==> config.mk <==
export PLATFORM = sky130hd
export DESIGN_NAME = mem_access_ctrl
export DESIGN_NICKNAME = d
export VERILOG_FILES = /design/src/rtl/mem_ctrl_pkg.sv /design/src/rtl/mem_wait_timer.sv /design/src/rtl/mem_access_ctrl.sv
export SDC_FILE = /design/constraint.sdc
export NUM_CORES = 1
export LEC_CHECK = 0
export BUFFER_PORTS_ARGS = -buffer_cell sky130_fd_sc_hd__buf_2
export CAP_MARGIN = 20
export CORE_MARGIN = 2
export CORE_UTILIZATION = 33
export DETAILED_ROUTE_END_ITERATION = 10
export MAX_ROUTING_LAYER = met4
export RECOVER_POWER = 100
export SLEW_MARGIN = 20
export SYNTH_ARGS = -nofsm -noshare
export SYNTH_HDL_FRONTEND = slang
export SYNTH_SLANG_ARGS = --single-unit
==> constraint.sdc <==
create_clock -name clk -period 4.4 [get_ports clk]
set_clock_uncertainty 0.1 [all_clocks]
set_input_delay 0.22 -clock clk [delete_from_list [all_inputs] [get_ports clk]]
set_output_delay 0.22 -clock clk [all_outputs]
set_load 0.1 [all_outputs]
==> src/rtl/mem_ctrl_pkg.sv <==
// Shared definitions for the MEM-stage data-memory access controller:
// FSM state encoding, default wait bound and EX/MEM control-field layout.
package mem_ctrl_pkg;

   typedef enum logic [1:0] {
      IDLE   = 2'b00,
      ACCESS = 2'b01,
      DONE   = 2'b10
   } state_t;

   localparam int TIMEOUT_DEFAULT = 15;

   localparam int MEMREAD_BIT  = 2;
   localparam int MEMWRITE_BIT = 3;

endpackage

==> src/rtl/mem_wait_timer.sv <==
// Bounded wait counter: counts enabled cycles and flags the TIMEOUT-th one.
module mem_wait_timer
   import mem_ctrl_pkg::*;
#(
   parameter int TIMEOUT = TIMEOUT_DEFAULT
) (
   input  logic clk,
   input  logic reset,
   input  logic clear,
   input  logic enable,
   output logic expired
);

   localparam int W = $clog2(TIMEOUT + 1);
   localparam logic [W-1:0] LAST = W'(TIMEOUT - 1);

   logic [W-1:0] count;

   // Saturates at LAST so a held enable cannot wrap into a false second expiry.
   always_ff @(posedge clk or posedge reset) begin
      if (reset) begin
         count <= '0;
      end else if (clear) begin
         count <= '0;
      end else if (enable && (count != LAST)) begin
         count <= count + 1'b1;
      end
   end

   assign expired = enable && (count == LAST);

endmodule

==> src/rtl/mem_access_ctrl.sv <==
// MEM-stage controller: request/ready handshake with a variable-latency data
// memory, pipeline stall generation, load capture and a bounded wait timer.
module mem_access_ctrl
   import mem_ctrl_pkg::*;
#(
   parameter int DATA_WIDTH = 32,
   parameter int ADDR_WIDTH = 32,
   parameter int TIMEOUT    = TIMEOUT_DEFAULT
) (
   input  logic                  clk,
   input  logic                  reset,
   input  logic                  ValidM,
   input  logic                  MemRead,
   input  logic                  MemWrite,
   input  logic [ADDR_WIDTH-1:0] AddressM,
   input  logic [DATA_WIDTH-1:0] WriteDataM,
   input  logic                  mem_ready,
   input  logic [DATA_WIDTH-1:0] mem_rdata,
   output logic                  mem_req,
   output logic                  mem_we,
   output logic [ADDR_WIDTH-1:0] mem_addr,
   output logic [DATA_WIDTH-1:0] mem_wdata,
   output logic                  StallM,
   output logic [DATA_WIDTH-1:0] ReadDataW,
   output logic                  LoadValidW,
   output logic                  timeout_err
);

   state_t state, next_state;

   logic [MEMWRITE_BIT:0] ex_mem_ctrl;
   logic                  access;
   logic                  timer_clear;
   logic                  timer_en;
   logic                  timer_expired;

   // Rebuild the memory slice of the EX/MEM control word so bit positions match the pipeline register.
   always_comb begin
      ex_mem_ctrl               = '0;
      ex_mem_ctrl[MEMREAD_BIT]  = MemRead;
      ex_mem_ctrl[MEMWRITE_BIT] = MemWrite;
   end

   assign access = ValidM & (|ex_mem_ctrl);

   assign timer_clear = (state == IDLE);
   assign timer_en    = (state == ACCESS);

   mem_wait_timer #(
      .TIMEOUT (TIMEOUT)
   ) u_wait_timer (
      .clk     (clk),
      .reset   (reset),
      .clear   (timer_clear),
      .enable  (timer_en),
      .expired (timer_expired)
   );

   always_ff @(posedge clk or posedge reset) begin
      if (reset) begin
         state <= IDLE;
      end else begin
         state <= next_state;
      end
   end

   always_comb begin
      next_state = state;
      case (state)
         IDLE:    if (access) next_state = ACCESS;
         ACCESS:  if (mem_ready || timer_expired) next_state = DONE;
         DONE:    next_state = IDLE;
         default: next_state = IDLE;
      endcase
   end

   // Reset masks the stall at once so a held instruction does not keep the pipeline frozen.
   assign StallM = ~reset & (((state == IDLE) & access) | (state == ACCESS));

   always_ff @(posedge clk or posedge reset) begin
      if (reset) begin
         mem_req     <= 1'b0;
         mem_we      <= 1'b0;
         mem_addr    <= '0;
         mem_wdata   <= '0;
         ReadDataW   <= '0;
         LoadValidW  <= 1'b0;
         timeout_err <= 1'b0;
      end else begin
         LoadValidW <= 1'b0;
         case (state)
            IDLE: begin
               if (access) begin
                  mem_req   <= 1'b1;
                  mem_we    <= ex_mem_ctrl[MEMWRITE_BIT];
                  mem_addr  <= AddressM;
                  mem_wdata <= WriteDataM;
               end
            end
            ACCESS: begin
               if (mem_ready) begin
                  mem_req <= 1'b0;
                  if (!mem_we) begin
                     ReadDataW  <= mem_rdata;
                     LoadValidW <= 1'b1;
                  end
               end else if (timer_expired) begin
                  // An aborted load still retires, with zero data, so WB never waits forever.
                  mem_req     <= 1'b0;
                  timeout_err <= 1'b1;
                  if (!mem_we) begin
                     ReadDataW  <= '0;
                     LoadValidW <= 1'b1;
                  end
               end
            end
            default: begin
            end
         endcase
      end
   end

endmodule

[Word level (Yosys, flattened, before mapping)]
Index checks and enable logic that the tools add are counted.
Word-level totals
  register bits after elaboration: 106
  output and inout bits: 101
Cells by class
  $add $sub $neg: 1
  equality and inequality tests: 6
  multiplexer cells: 17
  bitwise logic cells: 7
  reductions and logical operators: 13
Operators by type and width (number)
  $mux 32: 4
  $reduce_and 3->1: 3
  $mux 4: 2
  $mux 1: 7
  $reduce_bool 2->1: 3
  $add 4x1->4 const B: 1
  $eq 4x4->1 const B: 1
  $mux 2: 2
  $ne 2x2->1 const B: 2
  $ne 4x4->1 const B: 1
  $pmux 2 s2: 1
  $reduce_and 2->1: 2
  $and 1x1->1: 3
  $ne 3x3->1 const B: 1
  $not 1->1: 3
  $eq 2x1->1 const B: 1
  $logic_and 1x1->1: 2
  $logic_not 2->1: 1
  $pmux 1 s2: 1
  $reduce_or 2->1: 1
  $logic_or 1x1->1: 1
  $or 1x1->1: 1

[Longest topological paths before layout]
  depth after elaboration: 5
  mapped depth: 7
  depth with buffers taken out: 5

[By module]
A second synthesis with hierarchy kept.
Unflattened totals
  cells, all modules: 318
  area, all modules: 4609.4 um2
Modules (own cells, without submodules)
  mem_access_ctrl: times used 1, cells an instance 293, area each 4367.9 um2, seq. area each 2552.4 um2
  mem_wait_timer: times used 1, cells an instance 25, area each 241.5 um2, seq. area each 100.1 um2

[Worst setup path before layout]
No wires, ideal clock.
  path type: reg2out
  start: register state[0]
  end: output port StallM
  arrival: 2.712 ns
  required time: 4.080 ns
  setup slack: 1.368 ns
  stages on the path, launching flop included: 3
  cell sequence: dfrtp_1 -> inv_1 -> a211oi_1
On the way
  longest elaborated chain between the ends: 4
  elaborated cells on any way between the ends: 5
Ends and longest elaborated chain
  start: declaration: line mem_access_ctrl.sv:29  | state_t state, next_state;
  start signal: assignment: line mem_access_ctrl.sv:63  | state <= next_state;
  $logic_not 2->1: line mem_access_ctrl.sv:78  | assign StallM = ~reset & (((state == IDLE) & access) | (state == ACCESS));
  $and 1x1->1: line mem_access_ctrl.sv:78
  $or 1x1->1 (*): line mem_access_ctrl.sv:78
  $and 1x1->1 (*): line mem_access_ctrl.sv:78
  end: declaration: line mem_access_ctrl.sv:23  | output logic StallM,
Mark *: on every way between the ends. The rest lies on a longest branch, timed or not.

[Final worst setup path]
  start: register state[0]
  end: register mem_wdata[23]
On the way
  longest elaborated chain between the ends: 2
Ends and longest elaborated chain
  $logic_not 2->1: line mem_access_ctrl.sv:91  | case (state)
  $reduce_and 2->1 (no source line)
  end signal: assignment: line mem_access_ctrl.sv:97  | mem_wdata <= WriteDataM;
  end: declaration: line mem_access_ctrl.sv:22  | output logic [DATA_WIDTH-1:0] mem_wdata,
Every way passes these cells.
A chain may end at the register's enable or synchronous reset.

==> impl_table.tex <==
\begin{tabular}{lr}
\hline
Metric & Value \\
\hline
\multicolumn{2}{l}{\textbf{Outcome}} \\
Outcome & finished, violations left \\
Failing checks & max-capacitance violations, max-slew violations \\
\multicolumn{2}{l}{\textbf{CTS}} \\
Gates resized, CTS repair & 0 \\
H-tree Lvls & 3 \\
Count of clock tree sinks & 106 \\
CTS tree & yes \\
Root buffer cell & sky130\_fd\_sc\_hd\_\_clkbuf\_16 \\
Largest buffer count on any clock path & 2 \\
Clk pin slew, worst setup/hold paths & 0.07 ns \\
Clock network latency to the later pin of the worst-skew pair & 0.35 ns \\
Number of buffers inserted during clock tree synthesis & 9 \\
\multicolumn{2}{l}{\textbf{Drt}} \\
Per-cell via count in the routed design & 4.57 \\
Total detailed-routing wirelength & 10.1 mm \\
DRC violation count after routing & 0 \\
Wire length per cell & 14.5 um \\
Number of search-and-repair iterations in the first detailed-routing pass & 4 \\
Total vias in the final route & 3174 \\
Antenna Nets Post-Route & 0 \\
DRC violation total after the first TritonRoute iteration & 161 \\
\multicolumn{2}{l}{\textbf{STA}} \\
Final Max Slew Viols & 73 \\
Relative max-transition margin & -1.09 \\
Period Utilization, post-route & 0.648 \\
Final setup violation count & 0 \\
Final TNS setup & 0 ns \\
Setup repair after global routing missed its margin & false \\
Achievable clock frequency & 350 MHz \\
Final worst path period need & 2.85 ns \\
Endpoints failing hold & 0 \\
Actual transition at the worst max-transition pin & 3.12 ns \\
\multicolumn{2}{l}{\textbf{Synth}} \\
Post-synthesis instance area & 4030 um\^{}2 \\
Proportion of synthesized area in mux cells & 0.182 \\
Main combinational cell family by area after synthesis & multiplexers \\
Xor/xnor cell area share of the yosys netlist & 0 \\
Adder-cell share of the synthesized area & 0.00622 \\
Post-synthesis compound-gate area fraction & 0.0967 \\
Post-synthesis cell type count & 29 \\
Syn Area/Cell & 15.9 um\^{}2 \\
Count of state elements after synthesis & 106 \\
Sequential cell area fraction in the yosys report & 0.659 \\
Yosys warning count & 0 \\
Post-Syn Nets & 357 \\
Simple-gate portion of the synthesized area & 0.0233 \\
Instance count of the mapped netlist & 253 \\
\multicolumn{2}{l}{\textbf{Global routing}} \\
Wire length of the first global-routing pass & 15.3 mm \\
Antenna violations before repair & 0 \\
Vias in the first global route & 3195 \\
Remaining Overflow, GRT & 0 \\
Combined global-route utilization of all metal layers & 0.154 \\
Maximum number of pins on one net before global-route repair & 73 \\
\multicolumn{2}{l}{\textbf{Setup path}} \\
Critical path launch point type & register \\
Kind of critical path & register to register \\
Slowest stage cell on the critical path & sky130\_fd\_sc\_hd\_\_nor3\_1 \\
Worst setup startpoint & state[0]\$\_DFFE\_PP0P\_ \\
CP required & 4.53 ns \\
Setup crit end kind & register \\
Launch instance of the worst register-to-register path & state[0]\$\_DFFE\_PP0P\_ \\
Maximum cell stage delay along the critical path & 0.96 ns \\
Maximum fanout along the worst path & 59 \\
Cells along the critical path & nor3\_1, buf\_4, mux2\_2 \\
Arrival time at the worst endpoint & 2.98 ns \\
\multicolumn{2}{l}{\textbf{Final layout}} \\
Number of inserted diodes & 0 \\
Commonest non-fill, non-tap cells in the layout & 106 x sky130\_fd\_sc\_hd\_\_dfrtp\_1, 102 x sky130\_fd\_sc\_hd\_\_clkbuf\_1, 100 x sky130\_fd\_sc\_hd\_\_buf\_2, 87 x sky130\_fd\_sc\_hd\_\_dlygate4sd3\_1, 65 x sky130\_fd\_sc\_hd\_\_mux2\_2 \\
Area delta synth->final & 54.4\% \\
Layout Nets & 646 \\
Number of fill cells & 1079 \\
Leading cell type in the layout, fill and taps excluded & sky130\_fd\_sc\_hd\_\_dfrtp\_1 \\
Share of post-route cells with drive strength above 1 & 0.349 \\
\multicolumn{2}{l}{\textbf{Placement}} \\
DP HPWL & 6.43 mm \\
Buffers on Ports & 202 \\
Routability congestion estimate from global placement & 0.701 \\
\multicolumn{2}{l}{\textbf{Floorplan}} \\
Initial standard-cell utilization of the core & 0.337 \\
Count of boundary I/O pins & 203 \\
Width of the die & 114 um \\
Core outline area & 12000 um\^{}2 \\
Number of cell rows & 40 \\
Vertical die dimension & 114 um \\
DIE AREA & 13100 um\^{}2 \\
\multicolumn{2}{l}{\textbf{Job}} \\
Total of max-cap violations & 1 \\
\multicolumn{2}{l}{\textbf{Hold path}} \\
Worst min-delay path startpoint & mem\_rdata[24] \\
Min-delay worst type & input port to register \\
\hline
\end{tabular}
==> timing repair <==
| action | 4_1_cts | 5_1_grt |
|---|---|---|
| hold buffers | 85 | 2 |
| endpoints found under the hold margin | 85 | 2 |
| buffers inserted | 0 | 0 |
==> Yosys cell counts <==
| library cell | count | share of area |
|---|---|---|
| sky130_fd_sc_hd__and3_2 | 1 | 0.0019 |
| sky130_fd_sc_hd__nand3_1 | 2 | 0.0025 |
| sky130_fd_sc_hd__nand2b_4 | 1 | 0.0034 |
| sky130_fd_sc_hd__mux2_2 | 65 | 0.18 |
| sky130_fd_sc_hd__a22o_1 | 30 | 0.065 |
| sky130_fd_sc_hd__a211oi_1 | 1 | 0.0019 |
| sky130_fd_sc_hd__nand2_1 | 2 | 0.0019 |
| sky130_fd_sc_hd__buf_2 | 7 | 0.0087 |
| sky130_fd_sc_hd__nand2b_1 | 2 | 0.0031 |
| sky130_fd_sc_hd__buf_8 | 3 | 0.011 |
| sky130_fd_sc_hd__a22o_2 | 3 | 0.0075 |
| sky130_fd_sc_hd__buf_6 | 1 | 0.0028 |
| sky130_fd_sc_hd__dfrtp_1 | 106 | 0.66 |
| sky130_fd_sc_hd__or3_1 | 1 | 0.0016 |
| sky130_fd_sc_hd__a21oi_1 | 3 | 0.0037 |
| sky130_fd_sc_hd__a21o_1 | 1 | 0.0019 |
| sky130_fd_sc_hd__nor3b_2 | 1 | 0.0031 |
| sky130_fd_sc_hd__o31ai_1 | 1 | 0.0019 |
| sky130_fd_sc_hd__nor3_2 | 1 | 0.0025 |
| sky130_fd_sc_hd__a41oi_1 | 1 | 0.0022 |
| sky130_fd_sc_hd__a31o_2 | 1 | 0.0022 |
| sky130_fd_sc_hd__a31oi_2 | 1 | 0.0031 |
| sky130_fd_sc_hd__nand4_1 | 1 | 0.0016 |
| sky130_fd_sc_hd__nor2_1 | 2 | 0.0019 |
| sky130_fd_sc_hd__o21ai_0 | 4 | 0.0050 |
| sky130_fd_sc_hd__ha_1 | 2 | 0.0062 |
| sky130_fd_sc_hd__o311ai_0 | 1 | 0.0022 |
| sky130_fd_sc_hd__buf_4 | 3 | 0.0056 |
| sky130_fd_sc_hd__inv_1 | 5 | 0.0047 |
==> worst paths after layout <==
check,end,slack [ns],cells after the start
min reg2reg,timeout_err$_DFFE_PP0P_,0.36,1
max in group asynchronous,state[0]$_DFFE_PP0P_,2.00,3
min,ReadDataW[24]$_DFFE_PP0P_,0.01,2
min in group asynchronous,ReadDataW[22]$_DFFE_PP0P_,0.66,2
max reg2reg,mem_wdata[23]$_DFFE_PP0P_,1.55,3
max,mem_wdata[23]$_DFFE_PP0P_,1.55,3
==> kinds of logic after synthesis <==
kind of cell,count (synthesis)
AOI/OAI and AO/OA,47
adders and majority gates,2
buffers and inverters,19
DFF,106
muxes,65
and+or+nand+nor,14
==> state kept, by name, summed over array words and instances, names as in the netlist <==
register	flops
ReadDataW	32
mem_addr	32
mem_wdata	32
u_wait_timer.count	4
state	2
LoadValidW	1
mem_req	1
mem_we	1
timeout_err	1
==> through the flow <==
| step | hold WS [ns] | area, um^2 | util | setup slack, ns | std cells |
|---|---|---|---|---|---|
| 5_1_grt | 0.00126 | 6210 | 0.519 | 1.37 | 694 |
| 2_1_floorplan | 0.260 | 4030 | - | 1.29 | 253 |
| 4_1_cts | 0.000124 | 6340 | 0.530 | 1.99 | 692 |
| 6_report | 0.0130 | 6210 | 0.519 | 1.55 | 694 |
| 3_3_place_gp | 0.337 | 5140 | 0.429 | 2.04 | 590 |
| 3_5_place_dp | 0.346 | 5150 | 0.431 | 2.01 | 591 |
==> metal layers <==
layer	part of all wire	vias up	track usage
met1	0.43	1545	0.178
li1	-	1498	-
met4	0.014	0	0.0447
met3	0.065	15	0.0582
met2	0.50	116	0.250
met5	0	-	-
==> worst max-delay path, delay by kind of cell, from the launching register on <==
kind | cells | cell delay [ns]
flops | 1 | 0.49
buf+inv | 1 | 0.73
mux | 1 | 0.41
simple gates | 1 | 0.96
==> layout make-up <==
cell class,instances,area [um^2],area share
timing repair buffer,292,1780,0.287
tap,147,184,0.0296
multi-input combinational,128,1230,0.199
inverter,5,20.0,0.00322
sequential,106,2650,0.427
clock buffer,12,267,0.0429
clock inverter,4,72.6,0.0117
Power is not shown: default switching activity piles up to over one toggle a cycle in this logic, so the estimate is an artifact.
